`src/rtl/tdm_mux_scanner_if.sv`:
```
// Bus bundle for tdm_mux_scanner: controls and packed channel data in, tagged sample out.
// The master side drives controls and data; the slave side (the scanner) drives the outputs.
interface tdm_mux_scanner_if #(
  parameter int N_CH = 4,
  parameter int W    = 1
);
  localparam int SEL_W = ($clog2(N_CH) < 1) ? 1 : $clog2(N_CH);

  logic              en;
  logic              mode;
  logic [SEL_W-1:0]  sel_in;
  logic [N_CH*W-1:0] din;
  logic [W-1:0]      dout;
  logic [SEL_W-1:0]  ch_out;
  logic              valid;
  logic              frame;

  modport master (
    output en, mode, sel_in, din,
    input  dout, ch_out, valid, frame
  );

  modport slave (
    input  en, mode, sel_in, din,
    output dout, ch_out, valid, frame
  );
endinterface

```
`src/rtl/tdm_mux_scanner.sv`:
```
// N-channel registered mux with manual select or auto-rotating scan (DWELL cycles per channel).
// One cycle din->dout; en=0 freezes the scan position and drops valid.
module tdm_mux_scanner #(
  parameter int N_CH  = 4,
  parameter int W     = 1,
  parameter int DWELL = 4
) (
  input  logic              clk,
  input  logic              rst,
  tdm_mux_scanner_if.slave  bus
);
  localparam int SEL_W = ($clog2(N_CH) < 1) ? 1 : $clog2(N_CH);
  localparam int CNT_W = ($clog2(DWELL) < 1) ? 1 : $clog2(DWELL);

  typedef enum logic [1:0] {IDLE, MAN, SCAN} state_t;

  state_t           r_state;
  state_t           w_nxt;
  logic [SEL_W-1:0] r_ch;
  logic [CNT_W-1:0] r_cnt;
  logic             r_pend;
  logic [W-1:0]     r_dout;
  logic [SEL_W-1:0] r_ch_out;
  logic             r_valid;
  logic             r_frame;

  logic [SEL_W-1:0] w_idx;
  logic [CNT_W-1:0] w_cnt;
  logic [W-1:0]     w_mux;
  logic             w_ld;
  logic             w_vld;
  logic             w_frm;
  logic             w_last;
  logic             w_wrap;

  always_ff @(posedge clk or posedge rst) begin
    if (rst) r_state <= IDLE;
    else     r_state <= w_nxt;
  end

  always_comb begin
    w_nxt = IDLE;
    if (bus.en) w_nxt = bus.mode ? SCAN : MAN;
  end

  // Outputs follow the state being entered, so mode changes act on the same edge.
  always_comb begin
    w_idx  = r_ch_out;
    w_cnt  = r_cnt;
    w_ld   = 1'b0;
    w_vld  = 1'b0;
    w_frm  = 1'b0;
    w_last = 1'b0;
    w_wrap = 1'b0;
    case (w_nxt)
      MAN: begin
        w_idx = bus.sel_in;
        w_vld = int'(bus.sel_in) < N_CH;
        w_ld  = w_vld;
      end
      SCAN: begin
        w_idx  = (r_state == MAN) ? '0 : r_ch;
        w_cnt  = (r_state == MAN) ? '0 : r_cnt;
        w_ld   = 1'b1;
        w_vld  = 1'b1;
        w_frm  = r_pend && (r_state != MAN) && (r_ch == '0) && (r_cnt == '0);
        w_last = (w_cnt == CNT_W'(DWELL - 1));
        w_wrap = w_last && (w_idx == SEL_W'(N_CH - 1));
      end
      default: ;
    endcase
  end

  always_comb begin
    w_mux = '0;
    for (int k = 0; k < N_CH; k++) begin
      if (w_idx == SEL_W'(k)) w_mux = bus.din[k*W +: W];
    end
  end

  always_ff @(posedge clk or posedge rst) begin
    if (rst) begin
      r_dout   <= '0;
      r_ch_out <= '0;
      r_valid  <= 1'b0;
      r_frame  <= 1'b0;
      r_ch     <= '0;
      r_cnt    <= '0;
      r_pend   <= 1'b0;
    end else begin
      if (w_ld) begin
        r_dout   <= w_mux;
        r_ch_out <= w_idx;
      end
      r_valid <= w_vld;
      r_frame <= w_frm;
      case (w_nxt)
        MAN: begin
          r_ch   <= '0;
          r_cnt  <= '0;
          r_pend <= 1'b0;
        end
        SCAN: begin
          if (w_last) begin
            r_cnt <= '0;
            r_ch  <= (w_idx == SEL_W'(N_CH - 1)) ? '0 : w_idx + 1'b1;
          end else begin
            r_cnt <= w_cnt + 1'b1;
          end
          // r_pend remembers a wrap until channel 0 is actually presented.
          if (w_wrap)     r_pend <= 1'b1;
          else if (w_frm) r_pend <= 1'b0;
        end
        default: ;
      endcase
    end
  end

  assign bus.dout   = r_dout;
  assign bus.ch_out = r_ch_out;
  assign bus.valid  = r_valid;
  assign bus.frame  = r_frame;
endmodule
```
`src/flat_wrapper.sv`:
```
// flat-port wrapper written by rule: the top's interface ports become plain ports
module tdm_mux_scanner_flat 
#(
  parameter int N_CH  = 4,
  parameter int W     = 1,
  parameter int DWELL = 4
)
  (clk, rst, bus_en, bus_mode, bus_sel_in, bus_din, bus_dout, bus_ch_out, bus_valid, bus_frame);
  tdm_mux_scanner_if #(.N_CH(N_CH), .W(W)) bus_i ();
  input  logic clk;
  input  logic rst;
  input wire logic [$bits(bus_i.en)-1:0] bus_en;
  input wire logic [$bits(bus_i.mode)-1:0] bus_mode;
  input wire logic [$bits(bus_i.sel_in)-1:0] bus_sel_in;
  input wire logic [$bits(bus_i.din)-1:0] bus_din;
  output wire logic [$bits(bus_i.dout)-1:0] bus_dout;
  output wire logic [$bits(bus_i.ch_out)-1:0] bus_ch_out;
  output wire logic [$bits(bus_i.valid)-1:0] bus_valid;
  output wire logic [$bits(bus_i.frame)-1:0] bus_frame;
  assign bus_i.en = bus_en;
  assign bus_i.mode = bus_mode;
  assign bus_i.sel_in = bus_sel_in;
  assign bus_i.din = bus_din;
  assign bus_dout = bus_i.dout;
  assign bus_ch_out = bus_i.ch_out;
  assign bus_valid = bus_i.valid;
  assign bus_frame = bus_i.frame;
  tdm_mux_scanner #(.N_CH(N_CH), .W(W), .DWELL(DWELL)) u_core (.clk(clk), .rst(rst), .bus(bus_i));
endmodule
```
`config.mk`:
```
export PLATFORM = sky130hd
export DESIGN_NAME = tdm_mux_scanner_flat
export DESIGN_NICKNAME = d
export VERILOG_FILES = /design/src/rtl/tdm_mux_scanner_if.sv /design/src/rtl/tdm_mux_scanner.sv /design/src/flat_wrapper.sv
export SDC_FILE = /design/constraint.sdc
export NUM_CORES = 1
export LEC_CHECK = 0
export CAP_MARGIN = 5
export CORE_UTILIZATION = 32
export CTS_CLUSTER_SIZE = 8
export DETAILED_ROUTE_END_ITERATION = 10
export HOLD_SLACK_MARGIN = 0.12
export PLACE_DENSITY = 0.58
export SLEW_MARGIN = 20
export SYNTH_ARGS = -nofsm -noshare
export SYNTH_HDL_FRONTEND = slang
export SYNTH_SLANG_ARGS = --single-unit
```
`constraint.sdc`:
```
create_clock -name clk -period 2.2 [get_ports clk]
set_input_delay 0.44 -clock clk [delete_from_list [all_inputs] [get_ports clk]]
set_output_delay 0.44 -clock clk [all_outputs]
set_load 0.02 [all_outputs]
```
==> results.ini, run 1 <==
[worst_hold_path]
hold_class=in -> async

[clock_network]
cts_sinks=12
path_clk_slew_ns=0.07
cts_tree=built
numCtsBuffers=3
clockBufferDepth=2
clk_latency_ns=0.27
cts_root_buf=clkbuf_4
htreeDepth=1
cts_hold_buf=0

[global_routing]
grt_max_degree=13
antenna_found_initial=0
grt_pass1_vias=454
grtUsageTotal_pct=13.8
grt_pass1_wl_um=1990
grt-ovfl-total=0

[power]
intPower_mw=0.375
vdd_drop_max_v=0.000315
p_switching_mw=0.155
cellLeakagePower_nw=0.399
power_frac_seq_pct=49.1
clockPowerShare_pct=25.2
pwr-share-comb_pct=25.7
cellPowerDensity_mw_per_mm2=610
switching_share_pct=29.2

[floorplanning]
start_util_pct=35.4
dieWidth_um=46.7
core_mm2=0.00180
die_y_um=46.7
io_pins=15
core.rowCount=15
dieArea_mm2=0.00218

[routing]
post_drt_via_cell_ratio=4.85
vias=524
drc_errors=0
drtAntennaViolNets=0
firstDrtPassIters=4
wire_per_inst_um=11.6
drtIter0Drc=24
wirelength_um=1250

[timing]
maxSlewViolCount=0
finClkSkew_ns=0.00310
hold_viol=0
fin_crit_sh_pct=95.0
slew_headroom_pct=69.8
setup_viol=0
tightest_slew_ns=0.452
min_period_ns=2.09
max_clock_freq_ghz=0.479
timing.hold.ws_ns=0.480

[cells_and_area]
area_growth_pct=36.3
instances_no_fill=108
drive_gt1_share_pct=15.7
nets=99
nFillCells=178
n_antenna_cell=0

[placed_design]
port_buffers=14
place_inst=105
hpwl_um=935
place_congestion=0.731

[setup_path]
rr_worst_depth=7
critPathCaptureType=flop
regToRegSetupSlack_ns=0.25
reg2reg_from=u_core.r_state[1]
crit_path_start_kind=input port
worstReg2RegEnd=u_core.bus.dout
slowest_stage=clkdlybuf4s50_1
timing.critical_path.cells=clkdlybuf4s50_1 > nor2b_1 > a31oi_2 > a21o_1 > ha_1 > and3b_1 > a2111oi_2 > o22ai_1
arrival_ns=2.23
cp.required_ns=2.34
cp_max_fo=5
max_stage_delay_ns=0.55
critPathKind=in -> reg
worstSetupStartpoint=bus_mode

[synthesis]
post-synth-top-count-cell=dfrtp_1
synth_top_area_share_pct=47.1
synth_nets=78
synthCells=64
synth_largest_area_cell=dfrtp_1
syn_avg_cell_area_um2=9.97
synth-seq-cells=12
synthFlopType=dfrtp_1
yosys-top-cells-area=dfrtp_1, ha_1, a21oi_1
synth_common_cells=dfrtp_1, inv_1, a21oi_1, ha_1
yosysUniqueCellTypes=29
synth.yosys.seq_area_share_pct=47.1
yosys_warnings=0
ys_async_sr_fraction_pct=100
synth_enable_flop_cells=0
syn_area_um2=638

[run]
maxCapViolCount=0

[outcome]
status=finished clean

[metal layers]
metal,part of all wire (%),routed length (um),vias up,global-route usage (%)
met5,0,0,-,0
met4,0.96,12,0,8.57
met3,6.1,77,2,3.53
met2,45,568,20,18.6
met1,48,596,235,19.2
li1,-,-,267,-
[worst max-delay path: cells and delay by family]
kind / cells / cell delay, ns
AND/OR/NAND/NOR: 2 / 0.28
AO/OA/AOI/OAI: 4 / 0.76
buffers and inverters: 1 / 0.55
adder cells (fa/ha/maj): 1 / 0.21
[per-stage QoR]
stage	power (mW)	utilization [%]	worst slack (ns)	TNS, ns	cell area [um2]
4_1_cts	0.533	47.4	0.00655	0	853
3_5_place_dp	0.395	46.1	-0.272	-0.272	831
5_1_grt	0.566	48.3	-0.0887	-0.0887	870
2_1_floorplan	0.337	-	0.350	0	638
3_3_place_gp	0.393	46.1	-0.207	-0.207	831
6_report	0.530	48.3	0.111	0	870
[registers in the layout, indices dropped and copies added (netlist names)]
name               count
u_core.bus.ch_out      2
u_core.r_ch            2
u_core.r_cnt           2
u_core.r_state         2
u_core.bus.dout        1
u_core.bus.frame       1
u_core.bus.valid       1
u_core.r_pend          1
[final cells by class]
type	instances	area, um2	share of cell area [%]
multi-input cells	44	323	37.1
flip-flops and latches	12	300	34.5
repair buffers	18	170	19.6
well taps	25	31.3	3.60
clock buffers	3	22.5	2.59
inverters	6	22.5	2.59
[logic make-up (layout without fill, tap and decap cells)]
logic type | count (synthesis) | count (layout) | share of synthesized area [%]
fa+ha+maj | 4 | 4 | 7.84
buf+inv | 8 | 27 | 4.90
mux | 1 | 1 | 1.57
compound gates | 18 | 18 | 17.8
simple gates | 21 | 21 | 20.8
flops | 12 | 12 | 47.1
[cells in the final DEF (no fill, tap or decap), types with 2 or more instances in the layout]
cell type	n
nand2_1	3
o22ai_1	2
clkdlybuf4s50_1	14
nor2_1	3
ha_1	4
inv_1	5
nand2b_1	3
clkbuf_4	3
dfrtp_1	12
o21ai_1	3
buf_4	4
a21oi_1	3
a21o_1	2
o211ai_1	2
nor2b_1	3
[worst max-delay path by stage]
stage | endpoint | slack, ns | depth (start not counted)
floorplan | u_core.bus.dout | 0.35 | 7
global placement | u_core.bus.dout | -0.21 | 8
detailed placement | u_core.bus.dout | -0.27 | 8
CTS | u_core.bus.dout | 0.007 | 8
global route | u_core.bus.dout | -0.09 | 8
finish | u_core.bus.dout | 0.11 | 8
[power by group through the flow]
stage	clock, mW	combinational, mW	sequential [mW]
4_1_cts	0.142	0.132	0.260
3_3_place_gp	0	0.130	0.264
3_5_place_dp	0	0.131	0.264
2_1_floorplan	0	0.0671	0.270
5_1_grt	0.149	0.153	0.264
6_report	0.133	0.136	0.260
[repair_timing]
action                                  in CTS  in global routing
resized for setup                            0                  4
buffers inserted                             0                  0
endpoints found under the setup margin       0                  1
(Power assumes the default switching activity.)
==> run 2, diff against run 1 <==
--- a/config.mk
+++ b/config.mk
@@ -5,12 +5,13 @@
 export SDC_FILE = /design/constraint.sdc
 export NUM_CORES = 1
 export LEC_CHECK = 0
+export ABC_AREA = 0
 export CAP_MARGIN = 5
-export CORE_UTILIZATION = 32
+export CORE_UTILIZATION = 30
 export CTS_CLUSTER_SIZE = 8
 export DETAILED_ROUTE_END_ITERATION = 10
 export HOLD_SLACK_MARGIN = 0.12
-export PLACE_DENSITY = 0.58
+export PLACE_DENSITY = 0.56
 export SLEW_MARGIN = 20
 export SYNTH_ARGS = -nofsm -noshare
 export SYNTH_HDL_FRONTEND = slang
==> results.ini, run 2 (synthesis gave the netlist of run 1 again) <==
[outcome]
status=finished clean  ; unchanged

[clock_network]
clk_latency_ns=0.26  ; was 0.27 ns
cts_tree=built  ; unchanged
path_clk_slew_ns=0.07  ; about the same
clockBufferDepth=2  ; unchanged
cts_sinks=12  ; unchanged
post_cts_buffers=0  ; unchanged
numCtsBuffers=3  ; unchanged
htreeDepth=1  ; unchanged
cts_root_buf=clkbuf_4  ; unchanged
cts_hold_buf=0  ; unchanged

[routing]
firstDrtPassIters=4  ; unchanged
met1_length_um=634  ; was 596 um
vias=550  ; was 524
wirelength_um=1330  ; was 1250 um
post_drt_via_cell_ratio=4.82  ; was 4.85
drc_errors=0  ; unchanged
top_layer=met4  ; unchanged
wl_met3_um=36  ; was 77 um
drtAntennaViolNets=0  ; unchanged
wire_per_inst_um=11.7  ; was 11.6 um
met2_wirelength_um=640  ; was 568 um
drtIter0Drc=12  ; was 24

[floorplanning]
io_pins=15  ; unchanged
die_y_um=48.1  ; was 46.7 um
dieWidth_um=48.1  ; was 46.7 um
core.rowCount=16  ; was 15
dieArea_mm2=0.00232  ; was 0.00218 mm2
start_util_pct=32.2  ; was 35.4%
core_mm2=0.00198  ; was 0.00180 mm2

[placed_design]
place_inst=111  ; was 105
port_buffers=14  ; unchanged
place_congestion=0.735  ; was 0.731
pre_cts_ws_ns=-0.340  ; was -0.272 ns
hpwl_um=1010  ; was 935 um
place_area_um2=863  ; was 831 um2

[cells_and_area]
multi_input_area_um2=354  ; was 323 um2
nFillCells=183  ; was 178
area_growth_pct=46.3  ; was 36.3%
nets=103  ; was 99
stdcell_area_um2=933  ; was 870 um2
n_antenna_cell=0  ; unchanged
instances_no_fill=114  ; was 108
final_cell_mix=clkdlybuf4s50_1, dfrtp_1, buf_4, inv_1  ; was clkdlybuf4s50_1, dfrtp_1, inv_1, ha_1, buf_4
drive_gt1_share_pct=21.8  ; was 15.7%
final-seq-area_um2=300  ; unchanged
layout_commonest_cell=clkdlybuf4s50_1  ; unchanged

[worst_hold_path]
hold_class=in -> async  ; unchanged

[timing]
finClkSkew_ns=0.00429  ; was 0.00310 ns
maxSlewViolCount=0  ; unchanged
max_clock_freq_ghz=0.474  ; was 0.479 GHz
timing.hold.ws_ns=0.474  ; was 0.480 ns
min_period_ns=2.11  ; was 2.09 ns
setup_ws_ns=0.0915  ; was 0.111 ns
tightest_slew_ns=0.455  ; was 0.452 ns
hold_viol=0  ; unchanged
fin_crit_sh_pct=95.8  ; was 95.0%
slew_headroom_pct=69.6  ; was 69.8%
setup_viol=0  ; unchanged

[setup_path]
reg2reg_from=u_core.r_state[1]  ; unchanged
crit_end=u_core.bus.dout  ; unchanged
rr_worst_depth=8  ; was 7
critPathKind=in -> reg  ; unchanged
max_stage_delay_ns=0.48  ; was 0.55 ns
timing.critical_path.cells=clkdlybuf4s50_1 > buf_4 > nor2b_1 > a31oi_1 > a21o_1 > ha_1 > nor4bb_2 > a2111oi_4 > o22ai_1  ; was clkdlybuf4s50_1 > nor2b_1 > a31oi_2 > a21o_1 > ha_1 > and3b_1 > a2111oi_2 > o22ai_1
crit_path_start_kind=input port  ; unchanged
worstSetupStartpoint=bus_mode  ; unchanged
worstReg2RegEnd=u_core.bus.dout  ; unchanged
cp_max_fo=6  ; was 5
regToRegSetupSlack_ns=0.28  ; was 0.25 ns
cp.required_ns=2.38  ; was 2.34 ns
arrival_ns=2.29  ; was 2.23 ns
critPathCaptureType=flop  ; unchanged
slowest_stage=clkdlybuf4s50_1  ; unchanged

[power]
cellPowerDensity_mw_per_mm2=592  ; was 610 mW/mm2
cellLeakagePower_nw=0.421  ; was 0.399 nW
vdd_drop_max_v=0.000308  ; was 0.000315 V
total_power_mw=0.553  ; was 0.530 mW

[global_routing]
grt_pass1_vias=479  ; was 454
antenna_found_initial=0  ; unchanged
grt_max_degree=13  ; unchanged
grt_pass1_wl_um=2080  ; was 1990 um
grtUsageTotal_pct=13.5  ; was 13.8%
grt-ovfl-total=0  ; unchanged

[run]
maxCapViolCount=0  ; unchanged

## run 2: cell types whose count changed in the layout (fill, tap and decap cells not counted), sizes merged
| cell | change |
|---|---|
| buf | +4 |
## run 2: critical path, delay by kind of cell
family          cells  cell delay (ns)
buf+inv             2             0.62
fa+ha+maj           1             0.14
simple gates        2             0.45
compound gates      4             0.64
## run 2: repair_timing
action	CTS	global route
gates resized for setup	2	6
endpoints found under the setup margin	1	1
pin swaps	1	4
## run 2: final cells by class
| cell class | count | area share [%] |
|---|---|---|
| inverters | 6 | 2.41 |
| repair buffers | 22 | 21.4 |
| multi-input cells | 44 | 37.9 |
| flip-flops and latches | 12 | 32.2 |
| clock buffers | 3 | 2.41 |
| well taps | 27 | 3.62 |
## run 2: per-stage QoR
step,util (%),setup TNS [ns]
after CTS,45.0,0
final,47.1,0
after global placement,43.6,-0.256
after detailed placement,43.6,-0.340
after floorplan,-,0
after global routing,47.1,-0.0261
## run 2: worst min path at each step
stage,end,slack [ns],cells past startpoint
4_1_cts,u_core.bus.frame,0.48,1
6_report,u_core.r_state[0],0.47,2
3_5_place_dp,u_core.bus.frame,0.47,1
5_1_grt,u_core.bus.frame,0.51,1
2_1_floorplan,u_core.bus.ch_out[0],0.30,1
3_3_place_gp,u_core.bus.frame,0.46,1
## run 2: metal layers
| metal | track usage [%] | up-vias |
|---|---|---|
| met4 | 8.33 | 0 |
| met5 | 0 | - |
| met2 | 19.7 | 15 |
| met1 | 18.6 | 259 |
| li1 | - | 274 |
| met3 | 2.22 | 2 |
## run 2: report_power, final
group	internal (mW)	switching [mW]	total (mW)
combinational	0.0869	0.0742	0.161
clock	0.0632	0.0683	0.131
sequential	0.241	0.0199	0.260
==> RTL change, RTL diff (flow settings as in run 1) <==
Encoding of `state_t`: now one-hot (3 bits for 3 states).
--- a/src/rtl/tdm_mux_scanner.sv
+++ b/src/rtl/tdm_mux_scanner.sv
@@ -12,7 +12,7 @@
   localparam int SEL_W = ($clog2(N_CH) < 1) ? 1 : $clog2(N_CH);
   localparam int CNT_W = ($clog2(DWELL) < 1) ? 1 : $clog2(DWELL);
 
-  typedef enum logic [1:0] {IDLE, MAN, SCAN} state_t;
+  typedef enum logic [2:0] {IDLE = 3'b001, MAN = 3'b010, SCAN = 3'b100} state_t;
 
   state_t           r_state;
   state_t           w_nxt;
Formal check against the unedited RTL: same outputs for any inputs over 10 cycles, from zero or initial values and one cycle with rst high; not proved beyond that.
==> RTL change against run 1 <==
  * Die area grew 1.3%
  * Power grew 5.8%
  * Synthesized area grew 1.4%
  * First-iteration DRC count shrank 100%
  * Final cell count shrank 0.93%
  * Cell area grew 2.0%
  * Global-route usage shrank 0.39 points
  * Setup slack gained 0.027 ns
  * Sequential cell count grew 1
  * Synthesized cell count shrank 4.7%
  * Wire length shrank 3.8%
  * Combinational power shrank 8%
  * Critical path type unchanged
  * Largest power group unchanged
==> RTL change: results (changes against run 1) <==
[power]
peakVddDrop_mv = 0.360  ; +14%
p_leak_nw = 0.412  ; +3.4%
p_switching_mw = 0.160  ; +3.4%

[routing]
post_drt_wl_per_cell_um = 11.3  ; -2.9%
drt_pass1_iterations = 1  ; -3
drtIter0Drc = 0  ; -100%
vias = 512  ; -2.3%

[setup_path]
reg2reg_from = u_core.r_state[0]
r2r_setup_slack_ns = 0.14  ; -0.11 ns
worstPathArrival_ns = 2.26  ; +0.03 ns

[yosys]
syn_inst = 61  ; -4.7%
netlist_top_cells_area = dfrtp_1 (46%), ha_1 (7.7%), a31oi_1 (4.8%)
seq_area_frac_synth = 0.505  ; +0.0342
synth_cell_type_count = 22  ; -24%

[placed_design]
post_dp_cell_area_um2 = 848  ; +2.1%
dp_slack_ns = -0.135  ; +0.137 ns
place.gp.congestion = 0.740  ; +1.3%
dp_hpwl_um = 1000  ; +7.0%
dp.cells = 103  ; -1.9%

[global_routing]
track_usage = 0.134  ; -0.00393
grt_pass1_wl_um = 1970  ; -0.70%
grt_pass1_vias = 478  ; +5.3%
grt_max_degree = 14  ; +1

[sta]
fmaxAchievable_mhz = 485  ; +1.3%
whs_ns = 0.490  ; +0.0105 ns
relSlewSlack = 0.658  ; -0.0408

[finish]
final_cells = 107  ; -0.93%
final_layout_size_suffix_gt1_frac = 0.159  ; +0.00191
layout.nets = 97  ; -2.0%
area_growth_pct = 37.1
fillers = 181  ; +1.7%

[status]
outcome = finished clean

RTL change: cell count changes after synthesis, sizes merged, moves of 2 or more:
cell    change
nand2       +2
a31oi       +3
o211ai      -2
o21ai       -4
nand2b      -2
a21oi       +2
RTL change: area by class of cell:
| type | instances | share of cell area |
|---|---|---|
| clock buffers | 4 | 0.0296 |
| inverters | 5 | 0.0212 |
| multi-input cells | 41 | 0.346 |
| flip-flops and latches | 13 | 0.368 |
| well taps | 25 | 0.0353 |
| repair buffers | 19 | 0.200 |
RTL change: logic make-up (layout without fill, tap and decap cells):
kind of cell,after synthesis,in the layout,synth area share
flops,13,13,0.505
mux,2,2,0.0309
fa+ha+maj,4,4,0.0774
compound gates,16,16,0.155
simple gates,19,19,0.192
buf+inv,7,28,0.0406
RTL change: how the worst min path moves through the flow:
| stage | start | endpoint |
|---|---|---|
| after floorplan | rst | u_core.bus.ch_out[0] |
| after global placement | u_core.r_cnt[1] | u_core.r_cnt[1] |
| after detailed placement | u_core.r_cnt[1] | u_core.r_cnt[1] |
| after CTS | rst | u_core.bus.valid |
| after global routing | rst | u_core.bus.valid |
| final | rst | u_core.r_state[1] |
RTL change: per-layer routing:
layer / track usage / wire length (um) / up-vias
li1: - / - / 259
met1: 0.145 / 547 / 236
met2: 0.222 / 570 / 15
met3: 0.0692 / 72 / 2
met4: 0.0514 / 16 / 0
met5: 0 / 0 / -
RTL change: power groups by stage:
stage	clock network [mW]	logic [mW]	registers [mW]
2_1_floorplan	0	0.0613	0.299
3_3_place_gp	0	0.121	0.295
3_5_place_dp	0	0.124	0.295
4_1_cts	0.151	0.124	0.291
5_1_grt	0.160	0.139	0.295
6_report	0.145	0.125	0.292
RTL change: worst reg2reg max path: cells and delay by family (launching register included):
kind            cells  cell delay [ns]
flops               1             0.37
compound gates      4             0.79
simple gates        2             0.60
fa+ha+maj           1             0.23
RTL change: timing repair:
action | 4_1_cts | 5_1_grt
gates resized for setup | 0 | 2
endpoints found under the hold margin | 0 | 0
endpoints found under the setup margin | 0 | 1
